File: config.mk
export PLATFORM = sky130hd
export DESIGN_NAME = csr_exec_unit
export DESIGN_NICKNAME = d
export VERILOG_FILES = /design/src/rtl/csr_exec_unit_pkg.sv /design/src/rtl/csr_exec_unit.sv
export SDC_FILE = /design/constraint.sdc
export NUM_CORES = 1
export LEC_CHECK = 0
export CAP_MARGIN = 0
export CORE_ASPECT_RATIO = 2
export CORE_MARGIN = 2
export CORE_UTILIZATION = 28
export CTS_CLUSTER_DIAMETER = 150
export DETAILED_ROUTE_END_ITERATION = 8
export GPL_TIMING_DRIVEN = 0
export REMOVE_ABC_BUFFERS = 1
export SYNTH_ARGS = -nofsm -noshare
export SYNTH_HDL_FRONTEND = slang
export SYNTH_SLANG_ARGS = --single-unit
File: constraint.sdc
create_clock -name cpu_clock_i -period 1.8 [get_ports cpu_clock_i]
set_input_delay 0.54 -clock cpu_clock_i [delete_from_list [all_inputs] [get_ports cpu_clock_i]]
set_output_delay 0.54 -clock cpu_clock_i [all_outputs]
set_load 0.01 [all_outputs]
File: src/rtl/csr_exec_unit_pkg.sv
// rtl/csr_exec_unit_pkg.sv - CSR funct3 encodings, CSR request opcodes, exec FSM states
package csr_exec_unit_pkg;

    localparam logic [2:0] F3_RW  = 3'b001;
    localparam logic [2:0] F3_RS  = 3'b010;
    localparam logic [2:0] F3_RC  = 3'b011;
    localparam logic [2:0] F3_RWI = 3'b101;
    localparam logic [2:0] F3_RSI = 3'b110;
    localparam logic [2:0] F3_RCI = 3'b111;

    typedef enum logic [1:0] {
        CSR_OP_NONE  = 2'b00,
        CSR_OP_WRITE = 2'b01,
        CSR_OP_SET   = 2'b10,
        CSR_OP_CLEAR = 2'b11
    } csr_op_e;

    typedef enum logic [2:0] {
        ST_IDLE,
        ST_HEAD,
        ST_REQ,
        ST_RESP,
        ST_WB
    } state_e;

    typedef struct packed {
        csr_op_e     opcode;
        logic        wr_en;
        logic [31:0] data;
    } csr_req_t;

endpackage

File: src/rtl/csr_exec_unit.sv
// rtl/csr_exec_unit.sv - serialising CSR micro-op executor between issue queue, CSR file and ROB
// Holds one micro-op, waits for ROB head, fires a single CSR request and returns a completion packet.
module csr_exec_unit
    import csr_exec_unit_pkg::*;
#(
    parameter int PRF_W = 6,
    parameter int ROB_W = 5
) (
    input  logic             cpu_clock_i,
    input  logic             cpu_reset_ni,
    input  logic             iss_valid_i,
    output logic             iss_ready_o,
    input  logic [2:0]       iss_funct3_i,
    input  logic [11:0]      iss_csr_addr_i,
    input  logic [31:0]      iss_rs1_data_i,
    input  logic [4:0]       iss_rs1_idx_i,
    input  logic [PRF_W-1:0] iss_rd_i,
    input  logic [ROB_W-1:0] iss_rob_id_i,
    input  logic [ROB_W-1:0] rob_head_id_i,
    input  logic             flush_i,
    output logic             csr_valid_o,
    output logic [11:0]      csr_addr_o,
    output logic [1:0]       csr_opcode_o,
    output logic             csr_wr_en_o,
    output logic [31:0]      csr_data_o,
    input  logic             csr_done_i,
    input  logic             csr_excp_i,
    input  logic [31:0]      csr_rdata_i,
    output logic             wb_valid_o,
    output logic [ROB_W-1:0] wb_rob_id_o,
    output logic [PRF_W-1:0] wb_rd_o,
    output logic [31:0]      wb_data_o,
    output logic             wb_excp_o
);

    // Set/clear forms with a zero source are pure reads and must not touch the CSR.
    function automatic csr_req_t decode_req(input logic [2:0]  funct3,
                                            input logic [31:0] rs1_data,
                                            input logic [4:0]  rs1_idx);
        csr_req_t req;
        req.opcode = csr_op_e'(funct3[1:0]);
        req.data   = funct3[2] ? {27'b0, rs1_idx} : rs1_data;
        case (funct3)
            F3_RW, F3_RWI:                 req.wr_en = 1'b1;
            F3_RS, F3_RC, F3_RSI, F3_RCI:  req.wr_en = (rs1_idx != 5'd0);
            default:                       req.wr_en = 1'b0;
        endcase
        return req;
    endfunction

    state_e             r_state;
    state_e             w_next;
    csr_req_t           r_req;
    logic [11:0]        r_addr;
    logic [PRF_W-1:0]   r_rd;
    logic [ROB_W-1:0]   r_rob_id;
    logic [31:0]        r_wb_data;
    logic               r_wb_excp;
    logic               r_kill;

    always_comb begin
        w_next = r_state;
        case (r_state)
            ST_IDLE: if (iss_valid_i) w_next = ST_HEAD;
            ST_HEAD: begin
                if (flush_i)                         w_next = ST_IDLE;
                else if (rob_head_id_i == r_rob_id)  w_next = ST_REQ;
            end
            ST_REQ:  w_next = ST_RESP;
            ST_RESP: if (csr_done_i) w_next = ST_WB;
            ST_WB:   w_next = ST_IDLE;
            default: w_next = ST_IDLE;
        endcase
    end

    always_ff @(posedge cpu_clock_i or negedge cpu_reset_ni) begin
        if (!cpu_reset_ni) begin
            r_state   <= ST_IDLE;
            r_req     <= '{opcode: CSR_OP_NONE, wr_en: 1'b0, data: 32'd0};
            r_addr    <= 12'd0;
            r_rd      <= '0;
            r_rob_id  <= '0;
            r_wb_data <= 32'd0;
            r_wb_excp <= 1'b0;
            r_kill    <= 1'b0;
        end else begin
            r_state <= w_next;
            if (r_state == ST_IDLE && iss_valid_i) begin
                r_req    <= decode_req(iss_funct3_i, iss_rs1_data_i, iss_rs1_idx_i);
                r_addr   <= iss_csr_addr_i;
                r_rd     <= iss_rd_i;
                r_rob_id <= iss_rob_id_i;
                r_kill   <= 1'b0;
            end
            // The request already took effect; a flush here only drops the completion.
            if (r_state == ST_RESP) begin
                if (flush_i) r_kill <= 1'b1;
                if (csr_done_i) begin
                    r_wb_data <= csr_excp_i ? 32'd0 : csr_rdata_i;
                    r_wb_excp <= csr_excp_i;
                end
            end
        end
    end

    assign iss_ready_o  = (r_state == ST_IDLE);
    assign csr_valid_o  = (r_state == ST_REQ);
    assign csr_addr_o   = r_addr;
    assign csr_opcode_o = r_req.opcode;
    assign csr_wr_en_o  = r_req.wr_en;
    assign csr_data_o   = r_req.data;
    assign wb_valid_o   = (r_state == ST_WB) && !r_kill && !flush_i;
    assign wb_rob_id_o  = r_rob_id;
    assign wb_rd_o      = r_rd;
    assign wb_data_o    = r_wb_data;
    assign wb_excp_o    = r_wb_excp;

endmodule
======== After elaboration in Yosys (flattened, before gate mapping) ========
Index checks and enable logic that the tools add are counted.
storage, ports and cells
  register bits ........................... 95
  bits in latches ......................... 0
  RAM bits ................................ 0
  ROM bits ................................ 0
  bits of input ports ..................... 106
  output and inout port bits .............. 94
  memories ................................ 0
operators by class
  add/sub/neg operators ................... 0
  multiply operators ...................... 0
  div/mod/pow operators ................... 0
  $lt $le $gt $ge ......................... 0
  equality and inequality tests ........... 14
  shift operators ......................... 0
  multiplexer cells ....................... 11
  bitwise gates (word level) .............. 0
  reductions and logical operators ........ 11
operators with widths
  kind                  count
  $mux W32              2
  $eq A3 B2 Y1 const B  4
  $eq A3 B3 Y1 const B  4
  $mux W3               4
  $pmux W3 S4           1
  $eq A3 B1 Y1 const B  2
  $eq A5 B5 Y1          1
  $reduce_bool A5 Y1    1
  $ne A2 B2 Y1 const B  2
  $reduce_or A4 Y1      1
  $logic_and A1 B1 Y1   3
  $logic_not A3 Y1      1
  $mux W1               3
  $ne A3 B3 Y1 const B  1
  $reduce_and A3 Y1     1
  $logic_not A1 Y1      2
  $pmux W1 S2           1
  $reduce_and A2 Y1     1
  $reduce_or A2 Y1      1

======== Longest topological paths before layout ========
  word-level depth ........................ 5
  depth in mapped cells ................... 6
  mapped depth without buffers ............ 3

======== Worst setup path after synthesis ========
Ideal clock, no wire load.
  path type ............................... register to register
  from .................................... register r_state[0]
  to ...................................... register r_addr[0] (netlist: csr_addr_o[0])
  library setup time ...................... 0.125 ns
  arrival time ............................ 1.560 ns
  path slack .............................. 0.115 ns
  stages on the path, launching flop included .. 6
  path buffers ............................ 3
  path through ............................ dfrtp_1 -> buf_6 -> or4b_4 -> buf_6 -> buf_6 -> mux2_4
between the ends
  word-level cells in the longest chain between the ends .. 2
RTL lines
  what                    RTL line             text
  from (decl)             csr_exec_unit.sv:51  state_e r_state;
  from (signal assigned)  csr_exec_unit.sv:87  r_state <= w_next;
  $logic_not A3 Y1        csr_exec_unit.sv:88  if (r_state == ST_IDLE && iss_valid_i) begin
  $logic_and A1 B1 Y1     csr_exec_unit.sv:88
  to (signal assigned)    csr_exec_unit.sv:90  r_addr <= iss_csr_addr_i;
  to (decl)               csr_exec_unit.sv:54  logic [11:0] r_addr;
No other way between the ends.
A chain may end at the register's enable or synchronous reset.

======== Final worst setup path ========
  from .................................... register r_state[1]
  to ...................................... register r_addr[4] (netlist: csr_addr_o[4])
The elaborated chain is that of the path after synthesis.

==> results.toml <==
[global_routing]
grt_pass1_wl_mm = 18.5
grt_pass1_vias = 3412
grt_overflow_total = 0
grt_usage_pct = 15.6
grt_max_degree = 53
antenna_found_initial = 0

[run]
drv_cap = 0

[die]
core_sq_mm = 0.0144
start_util_pct = 28.6
die_area_sq_mm = 0.0157
num_io_pins = 200
die_x_microns = 89.6
dieHeight_microns = 175
placementRows = 62

[timing]
slew_violations = 0
fin_crit_sh_pct = 102
timing.final.setup_violations = 5
rsz0062_at_grt = "true"
finalHoldViolCount = 0
fin_skew_ns = 0.00964
period_needed_ns = 1.84
setup_ws_ns = -0.0428
tns_ns = -0.102
tightest_slew_ns = 1.15
slew_headroom_pct = 23.5
max_freq_ghz = 0.543
hold_ws_ns = 0.211

[pwr]
p_leak_nw = 3.55
powerDensity_mw_per_mm2 = 1320
vdd_ir_drop_max_mv = 0.452
p_total_mw = 8.85

[clocking]
cts_root_buffer = "clkbuf_16"
cts_tree = "yes"
clkTransAtPathRegs_ns = 0.07
clock_latency_ns = 0.34
cts_buffers = 9
clock_path_buffers = 2
ctsHoldBuffers = 0
htree_levels = 3
clock-sinks = 95

[finish]
final_area_sq_mm = 0.00671
final_nets = 680
area_delta_synth_final_pct = 63.6
layout-drive-gt1-share_pct = 12.6
final_common_cell = "clkdlybuf4s50_1"
nFillCells = 1395
final_cell_count_no_fill = 770
antennaDiodeCount = 0
layout_common_cells = "clkdlybuf4s50_1 (107), dfrtp_1 (92), nand2_1 (65)"

[logic_synthesis]
syn_area_per_cell_sq_um = 11.0
synth_area_sq_mm = 0.00410
postSynthCellCount = 371
synth_warnings = 0
ys_seq_area_share_pct = 58.0
synth-seq-cells = 95
synth.distinct_cells = 30

[placement]
post-dp-hpwl_mm = 8.64
place.gp.congestion = 0.756
port_buffers = 199
placed_area_sq_mm = 0.00625
dpl.cell_count = 740

[route]
routedWlPerCell_microns = 16.1
first_iter_violations = 65
ant_nets = 0
wl_mm = 12.4
avgViaCountPerCell = 4.41
drc = 0
vias = 3393
dr.pass1.iters = 5

[critical_path]
worstPathCellList = "buf_4 > buf_4 > or4b_4 > mux2_4"
crit_arrival_ns = 2.07
worst-path-buf-inv = 2
path_class = "reg -> reg"
start_kind = "flop"
cp_slowest_cell = "or4b_4"
slowest_delay_ns = 0.66
crit_top_cell = "buf_4"
end_kind = "flop"
worstPathRequired_ns = 2.03
cp_top_family = "simple AND/OR/NAND/NOR gates"
crit_fanout = 23

[worst_hold_path]
hold_path.class = "in -> async"

[run_status]
violations = "setup timing"
status = "finished, violations left"
path summary, 6_finish.rpt:
kind	from	end	slack (ns)	cells after the start
worst max-delay path	r_state[1]$_DFFE_PN0P_	csr_addr_o[4]$_DFFE_PN0P_	-0.04	4
worst min-delay path	cpu_reset_ni	csr_data_o[4]$_DFFE_PN0P_	0.21	1
worst max register to register	r_state[1]$_DFFE_PN0P_	csr_addr_o[4]$_DFFE_PN0P_	-0.04	4
worst min register to register	wb_data_o[9]$_DFFE_PN0P_	wb_data_o[9]$_DFFE_PN0P_	0.47	2
max in group asynchronous	cpu_reset_ni	wb_data_o[27]$_DFFE_PN0P_	0.91	2
min in group cpu_clock_i	wb_data_o[9]$_DFFE_PN0P_	wb_data_o[9]$_DFFE_PN0P_	0.47	2
per-stage QoR:
| step | worst slack (ns) | utilization [%] |
|---|---|---|
| 2_1_floorplan | -0.748 | - |
| 3_3_place_gp | -3.41 | 43.2 |
| 3_5_place_dp | -0.763 | 43.6 |
| 4_1_cts | -0.106 | 45.3 |
| 5_1_grt | -0.0693 | 46.7 |
| 6_report | -0.0428 | 46.7 |
sequential cells by signal (all words and copies together), names as in the netlist:
register	count
wb_rd_o	6
r_state	3
wb_excp_o	1
csr_data_o	32
r_kill	1
wb_data_o	32
wb_rob_id_o	5
csr_wr_en_o	1
csr_opcode_o	2
csr_addr_o	12
area by class of cell:
type | count | area [sq um] | area share, %
clock inverter | 6 | 68.8 | 1.03
tap | 192 | 240 | 3.58
multi-input combinational | 252 | 1630 | 24.3
inverter | 1 | 3.75 | 0.0560
timing repair buffer | 215 | 2160 | 32.2
sequential | 95 | 2380 | 35.5
clock buffer | 9 | 225 | 3.36
report_power, final:
| group | switching (mW) | total, mW | internal, mW |
|---|---|---|---|
| clock network | 0.851 | 1.93 | 1.08 |
| logic | 1.58 | 3.56 | 1.98 |
| registers | 0.439 | 3.35 | 2.91 |
| total | 2.87 | 8.85 | 5.98 |
cells in the mapped netlist, drive strengths merged:
library cell   n  area share, %
nor3           3           0.37
nand3          1           0.12
o21bai         1           0.18
buf            7            1.6
dfrtp         95             58
nor4           1           0.15
inv            1          0.091
mux2i          5            1.2
nand2b        60            9.2
xor2           3           0.64
mux2          26            9.3
nor4bb         1           0.24
nor2           4           0.37
nor2b          1           0.15
nand4b         1           0.21
o21ai         64            7.8
a31o           1           0.21
or3b           2           0.43
a21oi          3           0.37
a22o           2           0.43
clkbuf        18            1.6
and4           1           0.21
or4b           1           0.34
xnor2          2           0.43
nor3b          1           0.18
and2           1           0.15
nand2         65            6.0
worst register-to-register path, stage by stage (launching register included):
cell,delay [ns]
dfrtp_2,0.44
buf_4,0.16
buf_4,0.12
or4b_4,0.66
mux2_4,0.36
routing by layer:
metal,vias up,global-route usage (%),wire [microns]
met4,0,6.03,302
met3,17,3.50,582
met5,-,0,0
met2,109,27.8,7210
met1,1631,17.1,4290
li1,1636,-,-
what timing repair did:
| item | 4_1_cts | 5_1_grt |
|---|---|---|
| endpoints found under the hold margin | 0 | 0 |
| buffers inserted | 1 | 12 |
| cloned | 1 | 1 |
| resized for setup | 67 | 43 |
| pin swaps | 2 | 4 |
| setup endpoints to repair | 143 | 116 |
cell families after synthesis:
group	count (synthesis)	share of synthesized area (%)
XOR/XNOR	5	1.07
buffers and inverters	26	3.33
multiplexers	31	10.6
AND/OR/NAND/NOR	143	18.0
AO/OA/AOI/OAI	71	9.01
flip-flops	95	58.0
Power figures use the tool's default switching activity.
